$ cat src/rtl/wshb_arbiter.sv
// Two-master Wishbone arbiter in front of a single shared SDRAM slave port.
// Define WSHB_ARB_FIXED_PRIO_EN for fixed m0-first tie-breaking; default is round-robin.
module wshb_arbiter #(
  parameter int DATA_BYTES = 4,
  parameter int ADDR_W     = 32
) (
  input  logic                    sys_clk,
  input  logic                    sys_rst,
  input  logic                    m0_cyc,
  input  logic                    m0_stb,
  input  logic                    m0_we,
  input  logic [ADDR_W-1:0]       m0_adr,
  input  logic [8*DATA_BYTES-1:0] m0_dat_ms,
  input  logic [DATA_BYTES-1:0]   m0_sel,
  input  logic [2:0]              m0_cti,
  input  logic [1:0]              m0_bte,
  output logic                    m0_ack,
  output logic                    m0_err,
  output logic                    m0_rty,
  output logic [8*DATA_BYTES-1:0] m0_dat_sm,
  input  logic                    m1_cyc,
  input  logic                    m1_stb,
  input  logic                    m1_we,
  input  logic [ADDR_W-1:0]       m1_adr,
  input  logic [8*DATA_BYTES-1:0] m1_dat_ms,
  input  logic [DATA_BYTES-1:0]   m1_sel,
  input  logic [2:0]              m1_cti,
  input  logic [1:0]              m1_bte,
  output logic                    m1_ack,
  output logic                    m1_err,
  output logic                    m1_rty,
  output logic [8*DATA_BYTES-1:0] m1_dat_sm,
  output logic                    s_cyc,
  output logic                    s_stb,
  output logic                    s_we,
  output logic [ADDR_W-1:0]       s_adr,
  output logic [8*DATA_BYTES-1:0] s_dat_ms,
  output logic [DATA_BYTES-1:0]   s_sel,
  output logic [2:0]              s_cti,
  output logic [1:0]              s_bte,
  input  logic                    s_ack,
  input  logic                    s_err,
  input  logic                    s_rty,
  input  logic [8*DATA_BYTES-1:0] s_dat_sm,
  output logic [1:0]              grant
);

  // state | meaning
  // IDLE  | no owner, slave port driven to zero
  // GNT0  | m0 owns the slave port until m0_cyc drops
  // GNT1  | m1 owns the slave port until m1_cyc drops
  typedef enum logic [1:0] {IDLE = 2'd0, GNT0 = 2'd1, GNT1 = 2'd2} state_t;

  state_t state;
  logic   pick_m1;

`ifdef WSHB_ARB_FIXED_PRIO_EN
  assign pick_m1 = m1_cyc & ~m0_cyc;
`else
  logic last_m1;

  // Reset value 1 makes m0 the winner of the first tie.
  assign pick_m1 = m1_cyc & (~m0_cyc | ~last_m1);

  always_ff @(posedge sys_clk or posedge sys_rst) begin
    if (sys_rst)
      last_m1 <= 1'b1;
    else if (state == IDLE && (m0_cyc || m1_cyc))
      last_m1 <= pick_m1;
  end
`endif

  always_ff @(posedge sys_clk or posedge sys_rst) begin
    if (sys_rst) begin
      state <= IDLE;
    end else begin
      case (state)
        IDLE: begin
          if (pick_m1)     state <= GNT1;
          else if (m0_cyc) state <= GNT0;
        end
        GNT0:    if (!m0_cyc) state <= IDLE;
        GNT1:    if (!m1_cyc) state <= IDLE;
        default: state <= IDLE;
      endcase
    end
  end

  assign grant     = {state == GNT1, state == GNT0};
  assign m0_dat_sm = s_dat_sm;
  assign m1_dat_sm = s_dat_sm;

  // Terminations are also gated by the owner's cyc so a late ack after an abort is dropped.
  always_comb begin
    s_cyc    = 1'b0;
    s_stb    = 1'b0;
    s_we     = 1'b0;
    s_adr    = '0;
    s_dat_ms = '0;
    s_sel    = '0;
    s_cti    = '0;
    s_bte    = '0;
    m0_ack   = 1'b0;
    m0_err   = 1'b0;
    m0_rty   = 1'b0;
    m1_ack   = 1'b0;
    m1_err   = 1'b0;
    m1_rty   = 1'b0;
    case (state)
      GNT0: begin
        s_cyc    = m0_cyc;
        s_stb    = m0_stb;
        s_we     = m0_we;
        s_adr    = m0_adr;
        s_dat_ms = m0_dat_ms;
        s_sel    = m0_sel;
        s_cti    = m0_cti;
        s_bte    = m0_bte;
        m0_ack   = s_ack & m0_cyc;
        m0_err   = s_err & m0_cyc;
        m0_rty   = s_rty & m0_cyc;
      end
      GNT1: begin
        s_cyc    = m1_cyc;
        s_stb    = m1_stb;
        s_we     = m1_we;
        s_adr    = m1_adr;
        s_dat_ms = m1_dat_ms;
        s_sel    = m1_sel;
        s_cti    = m1_cti;
        s_bte    = m1_bte;
        m1_ack   = s_ack & m1_cyc;
        m1_err   = s_err & m1_cyc;
        m1_rty   = s_rty & m1_cyc;
      end
      default: ;
    endcase
  end

endmodule

$ cat config.mk
export PLATFORM = sky130hd
export DESIGN_NAME = wshb_arbiter
export DESIGN_NICKNAME = d
export VERILOG_FILES = /design/src/rtl/wshb_arbiter.sv
export SDC_FILE = /design/constraint.sdc
export NUM_CORES = 1
export LEC_CHECK = 0
export BUFFER_PORTS_ARGS = -buffer_cell sky130_fd_sc_hd__buf_2
export CAP_MARGIN = 20
export CORE_AREA = 2 2 132 134
export DETAILED_ROUTE_END_ITERATION = 8
export DIE_AREA = 0 0 134 136
export SETUP_SLACK_MARGIN = 0.15
export SLEW_MARGIN = 5
export SYNTH_ARGS = -nofsm -noshare
export SYNTH_HDL_FRONTEND = slang
export SYNTH_SLANG_ARGS = --single-unit
$ cat constraint.sdc
create_clock -name sys_clk -period 2.6 [get_ports sys_clk]
set_input_delay 0.13 -clock sys_clk [delete_from_list [all_inputs] [get_ports sys_clk]]
set_output_delay 0.13 -clock sys_clk [all_outputs]
set_load 0.1 [all_outputs]
== Word-level counts from Yosys, hierarchy flattened ==
Index checks and enable logic that the tools add are counted.
Word-level totals
  bits in registers: 3
  bits of input ports: 189
  word-level logic and storage cells: 40
Operators by class
  equal/unequal tests: 5
  mux-type cells: 19
  bitwise operators: 10
  reduce and logical (&&, ||, !) cells: 4
Operators with widths (number)
  32-bit one-hot mux with 2 select lines: 2
  2-bit two-way mux: 4
  4-bit one-hot mux with 2 select lines: 1
  1-bit AND: 7
  1-bit two-way mux: 6
  1-bit one-hot mux with 2 select lines: 3
  2-bit one-hot mux with 3 select lines: 1
  3-bit one-hot mux with 2 select lines: 1
  2-bit inequality test, second input constant: 2
  2-bit one-hot mux with 2 select lines: 1
  3-bit inequality test, second input constant: 1
  3-bit AND reduction: 1
  2-bit by 1-bit equality test with 1-bit output, second input constant: 1
  2-bit equality test, second input constant: 1
  2-bit zero test: 1
  1-bit inverter: 2
  1-bit logical AND: 1
  1-bit logical OR: 1
  1-bit bitwise OR: 1

== Longest topological paths before layout ==
Gate-level depths: netlist of run 1.
  word-level depth: 5
  depth in mapped cells: 7

== Worst setup path before layout of run 1 ==
Ideal clock, no wire load.
  path kind: reg-to-output
  start: reg state[0]
  end: out s_adr[0]
  arrival: 3.320 ns
  setup slack: -0.850 ns
  cell stages (with the launch flop): 8
  path buffers: 3
  path through: dfrtp_1 inv_1 ha_1 buf_2 buf_6 buf_2 a22oi_1 nor2b_1
Between the ends
  longest elaborated chain between the ends: 2
RTL lines
  start: declaration: RTL line 54  | state_t state;
  start signal: assignment: RTL line 75  | state <= IDLE;
  start signal: assignment: RTL line 79  | if (pick_m1) state <= GNT1;
  start signal: assignment: RTL line 80  | else if (m0_cyc) state <= GNT0;
  2-bit equality test
  net grant[1]: RTL line 45  | output logic [1:0] grant
  32-bit one-hot mux with 2 select lines: RTL line 109  | case (state)
  end: declaration: RTL line 36  | output logic [ADDR_W-1:0] s_adr,
The timed path passes the listed nets, and every way through them passes these cells.

== Worst setup path after layout of run 1 ==
  start: reg state[0]
  end: out s_we
Between the ends
  longest elaborated chain between the ends: 2
RTL lines
  2-bit equality test or 2-bit by 1-bit equality test with 1-bit output (tied branches): RTL line 109
  1-bit one-hot mux with 2 select lines *: RTL line 109
  end: declaration: RTL line 35  | output logic s_we,
Mark *: on every way between the ends. The rest lies on a longest branch, timed or not.

==> results of run 1 <==
## area by class of cell
type	count	area [um2]	share of cell area, %
well taps	225	282	5.96
repair buffers	245	2530	53.5
inverters	5	18.8	0.398
flip-flops and latches	3	76.3	1.62
clock buffers	4	78.8	1.67
multi-input cells	172	1740	36.8
## registers in the layout, summed over array words and instances (netlist names)
register  count
state         2
last_m1       1
## repair_timing
| action | 4_1_cts | 5_1_grt |
|---|---|---|
| hold endpoints to repair | 3 | 0 |
| gates resized for setup | 0 | 0 |
| hold buffers | 1 | 0 |
## worst register-to-register path, delay by kind of cell, from the launching register on
kind / cells / cell delay (ns)
AO/OA/AOI/OAI: 3 / 0.58
adder cells (fa/ha/maj): 1 / 0.17
buffers and inverters: 2 / 0.33
flip-flops: 1 / 0.38
## through the flow
| step | std cells | power [uW] | instance area [um2] | util, % |
|---|---|---|---|---|
| 2_1_floorplan | 270 | 5360 | 2450 | - |
| 3_3_place_gp | 649 | 6950 | 4630 | 27.4 |
| 3_5_place_dp | 649 | 7000 | 4630 | 27.4 |
| 4_1_cts | 654 | 7250 | 4720 | 28.0 |
| 5_1_grt | 654 | 7450 | 4720 | 28.0 |
| 6_report | 654 | 7190 | 4720 | 28.0 |
## routing by layer
metal	routed length, um	track usage, %	share of wire, %
met2	5450	19.2	53
met4	174	2.25	1.7
met1	3310	9.41	32
met5	0	0	0
met3	1290	4.18	13
## cell families after synthesis
family	count (synthesis)
buf+inv	95
fa+ha+maj	4
simple gates	85
compound gates	83
flops	3
## path summary, 6_finish.rpt
path,depth (start not counted),endpoint,startpoint,slack [ns]
hold / removal,0,m1_dat_sm[21],s_dat_sm[21],0.26
max in group asynchronous,3,last_m1,sys_rst,2.06
setup reg to reg,6,state[0],state[1],1.02
setup / recovery,6,s_we,state[0],0.55
min in group asynchronous,3,state[1],sys_rst,0.32
hold reg to reg,2,last_m1,last_m1,0.53
## power breakdown
part	leakage, uW	total, uW	switching, uW	internal (uW)
Combinational	0.00193	6860	4180	2670
Sequential	0.0000362	94.3	20.4	73.9
Clock	0.0000382	241	38.5	202
## cell usage in the layout, fill, tap and decap left out, types with 3 or more instances in the layout
master / n
clkbuf_16: 3
buf_12: 86
and3_2: 3
nor2b_4: 67
buf_2: 156
inv_1: 5
ha_2: 3
and3_1: 3
a22oi_1: 75
nand2_1: 3
nor2b_2: 9
==> impl_metrics.yaml, run 1 <==
run_status:
  outcome: "complete, no violations"
synthesis:
  yosysMostFrequentCell: "nor2b_1"
  synth_mux_area_share_pct: 0
  syn_nets: 463
  synthFlopType: "dfrtp_1"
  synth-edff-count: 0
  synthTopCellsByArea: "a22oi_1, buf_4, nor2b_1"
  synth_compound_area_share_pct: 32.8
  synthXorXnorAreaFrac_pct: 0
  synth_top_area_share_pct: 29.4
  synth_top_cells_by_count: "nor2b_1, a22oi_1, buf_4, buf_2, clkbuf_1"
  syn_area_um2: 1910
  yosysTopAreaCell: "a22oi_1"
  seq_area_frac_synth_pct: 3.99
  yosysUniqueCellTypes: 18
  synth_top_family_by_area: "buffers and inverters"
  yosys.area_share.simple_pct: 27.4
  syn_inst: 270
  synthAdderAreaFrac_pct: 2.62
  synth-warning-count: 0
  ys_ff_latch: 3
  avgSynthCellArea_um2: 7.09
  ys_async_sr_fraction_pct: 100
die:
  initial_utilization_pct: 11.3
  ioPinCount: 337
  die_h_um: 136
  die_area_um2: 18200
  die_w_um: 134
  fp-row-count: 48
  core_um2: 16900
finish:
  n_fill_cell: 1736
  area_growth_syn_to_layout_pct: 147
  diodes: 0
  layout-drive-gt1-share_pct: 77.2
  nets: 623
routing:
  wl_per_cell_um: 15.6
  vias_per_cell: 3.96
  detail_route.iter0.violations: 93
  antenna_left: 0
  num_vias: 2590
  dr.pass1.iters: 4
  drcViolationCount: 0
  routed_wirelength_um: 10200
timing:
  setup_violations: 0
  holdWs_ns: 0.260
  hold_violations: 0
  skew_ns: 0.000490
  min_period_over_period_pct: 78.8
  final.min_clock_period_ns: 2.05
  max_freq_mhz: 488
  slew_viol_final: 0
  worst_slack_ns: 0.552
  tightestPinTransition_ns: 0.501
  slew_headroom_pct: 66.6
  rsz0062_at_grt: "false"
  setup_tns_ns: 0
clock_network:
  htreeDepth: 1
  cts_setup_buffers: 0
  cts.sinks: 3
  cts_buffer_depth: 2
  cts_root_buffer: "clkbuf_16"
  numCtsBuffers: 3
  cts.clk_slew.worst_paths_ns: 0.03
  cts_tree: "done"
  clkLatencyLatePin_ns: 0.22
power_and_ir_drop:
  p_per_area_nw_per_um2: 1520
  leakage_uw: 0.00201
  ir_drop_v: 0.000554
worst_setup_path:
  start_kind: "register"
  path_common_cell: "buf_12"
  max_stage_delay_ns: 0.39
  endpoint_kind: "output pin"
  crit_type: "reg2out"
  crit_buf_inv: 3
  cp.arrival_ns: 1.92
  crit_family: "buffers and inverters"
  cp_slowest_cell: "dfrtp_1"
  required_ns: 2.47
  cp_cell_sequence: "inv_1, ha_2, buf_12, a22oi_1, nor2b_4, buf_12"
  cp_max_fo: 79
placement:
  place_ws_ns: 0.804
  dpl.hpwl_um: 8510
  globalplace.congestion: 0.764
  io_buffer_count: 240
global_routing:
  grt_pass1_wl_um: 14200
  grt_max_degree: 80
  grt_util_all_layers_pct: 9.80
  antenna_found_initial: 0
  grt-ovfl-total: 0
  grt_pass1_vias: 2571
min_path:
  hold_path.class: "in2out"
run:
  drv_cap: 0
(Power assumes the default switching activity.)
==> inputs of run 2 (changes only) <==
==> constraint.sdc (replaced) <==
create_clock -name sys_clk -period 1.9 [get_ports sys_clk]
set_input_delay 0.095 -clock sys_clk [delete_from_list [all_inputs] [get_ports sys_clk]]
set_output_delay 0.095 -clock sys_clk [all_outputs]
set_load 0.1 [all_outputs]
==> run 2 against run 1 <==
Net effect: design area grew 23%; worst setup slack lost 0.52 ns; total power grew 64%; combinational power grew 65%; sequential power grew 48%.
==> impl_metrics.yaml, run 2 (synthesized netlist as in run 1, its figures left out) <==
finish:
  post-route-util_pct: 34.3
  n_fill_cell: 1615
  final_common_cell: "buf_2"
  largest_reg_flops: 2
  nets: 663
  layout-drive-gt1-share_pct: 95.9
  area_growth_syn_to_layout_pct: 202
  seqCellArea_um2: 77.6
  top_regs: "state x2, last_m1 x1"
  top_register: "state"
  multi_input_area_um2: 2190
  final_cell_mix: "buf_2, buf_12, nor2b_4, a22oi_2, buf_4"
  instances_no_fill: 694
  diodes: 0
clock_network:
  cts_tree: "done"
  cts.clk_slew.worst_paths_ns: 0.03
  cts_root_buffer: "clkbuf_16"
  clkLatencyLatePin_ns: 0.22
  numCtsBuffers: 3
  htreeDepth: 1
  cts.sinks: 3
  cts_buffer_depth: 2
placement:
  dpl.hpwl_um: 8940
  globalplace.congestion: 0.746
  io_buffer_count: 240
  placedCellCount: 668
routing:
  routed_wirelength_um: 12100
  dr.pass1.iters: 4
  antenna_left: 0
  drcViolationCount: 0
  detail_route.iter0.violations: 36
  num_vias: 2792
  vias_per_cell: 4.02
  wl_per_cell_um: 17.5
die:
  fp-row-count: 48
  initial_utilization_pct: 11.3
  die_w_um: 134
  ioPinCount: 337
  die_h_um: 136
  die_area_um2: 18200
  core_um2: 16900
worst_setup_path:
  endpoint_kind: "output pin"
  start_kind: "register"
  required_ns: 1.80
  cp_max_fo: 7
  crit_type: "reg2out"
  cp.arrival_ns: 1.77
global_routing:
  grt-busiest-layer: "met2"
  grt-ovfl-total: 0
  antenna_found_initial: 0
  grt_max_degree: 30
  grt_use_met1_pct: 11.3
  grt_util_all_layers_pct: 11.1
  met3_usage_pct: 2.57
  use_met2_pct: 22.3
  grt_pass1_vias: 2716
  grt_pass1_wl_um: 15700
min_path:
  hold_path.class: "in2out"
run_status:
  outcome: "complete, no violations"
timing:
  rsz0062_at_grt: "true"
  hold_violations: 0
  min_period_over_period_pct: 98.2
  tightestPinTransition_ns: 0.306
  slew_headroom_pct: 79.6
  setup_violations: 0
  setup_tns_ns: 0
  max_freq_mhz: 536
  skew_ns: 0.000664
  holdWs_ns: 0.190
  final.min_clock_period_ns: 1.87
  slew_viol_final: 0
power_and_ir_drop:
  ir_drop_v: 0.000825
  p_per_area_nw_per_um2: 2040
  leakage_uw: 0.00237
  p_total_uw: 11800
run:
  drv_cap: 0
run 2: stage by stage:
step,cell area [um2],setup slack (ns)
2_1_floorplan,2660,-0.0572
3_3_place_gp,5020,0.211
3_5_place_dp,5020,0.188
4_1_cts,5360,0.00995
5_1_grt,5780,-0.0247
6_report,5780,0.0343
run 2: cell type report:
cell class	instances	share of cell area, %
sequential	3	1.34
multi-input combinational	172	37.9
tap	225	4.87
clock buffer	4	1.36
timing repair buffer	285	54.1
inverter	5	0.368
run 2: path summary, 6_finish.rpt:
| check | from | to | slack, ns | depth (start not counted) |
|---|---|---|---|---|
| worst min register to register | last_m1 | last_m1 | 0.52 | 2 |
| min in group asynchronous | sys_rst | state[1] | 0.28 | 3 |
| worst max register to register | state[0] | state[0] | 0.15 | 7 |
| worst min-delay path | s_dat_sm[13] | m0_dat_sm[13] | 0.19 | 0 |
| max in group asynchronous | sys_rst | last_m1 | 1.41 | 3 |
| worst max-delay path | state[0] | s_adr[0] | 0.03 | 7 |
run 2: power by group:
part	switching [uW]	leakage, uW	internal [uW]
logic	6330	0.00230	5000
registers	37.6	0.0000349	103
clock network	59.1	0.0000382	277
total	6430	0.00237	5380
run 2: critical path: stages (launching register included):
cell and delay, ns:
dfrtp_1 0.40, buf_6 0.13, ha_4 0.22, buf_6 0.15, clkbuf_16 0.15, a22oi_2 0.24
nor2b_4 0.08, buf_12 0.17
run 2: metal layers:
layer	vias up	share of wire, %
met5	-	0
met4	0	1.5
met3	12	9.0
met2	200	56
met1	1291	33
li1	1289	-
run 2: repair_timing:
item	in CTS	in global routing
gates cloned	4	6
setup endpoints to repair	79	79
hold endpoints to repair	3	0
hold buffers	1	0
setup buffers	7	4
resized for setup	13	54
pin swaps	1	55
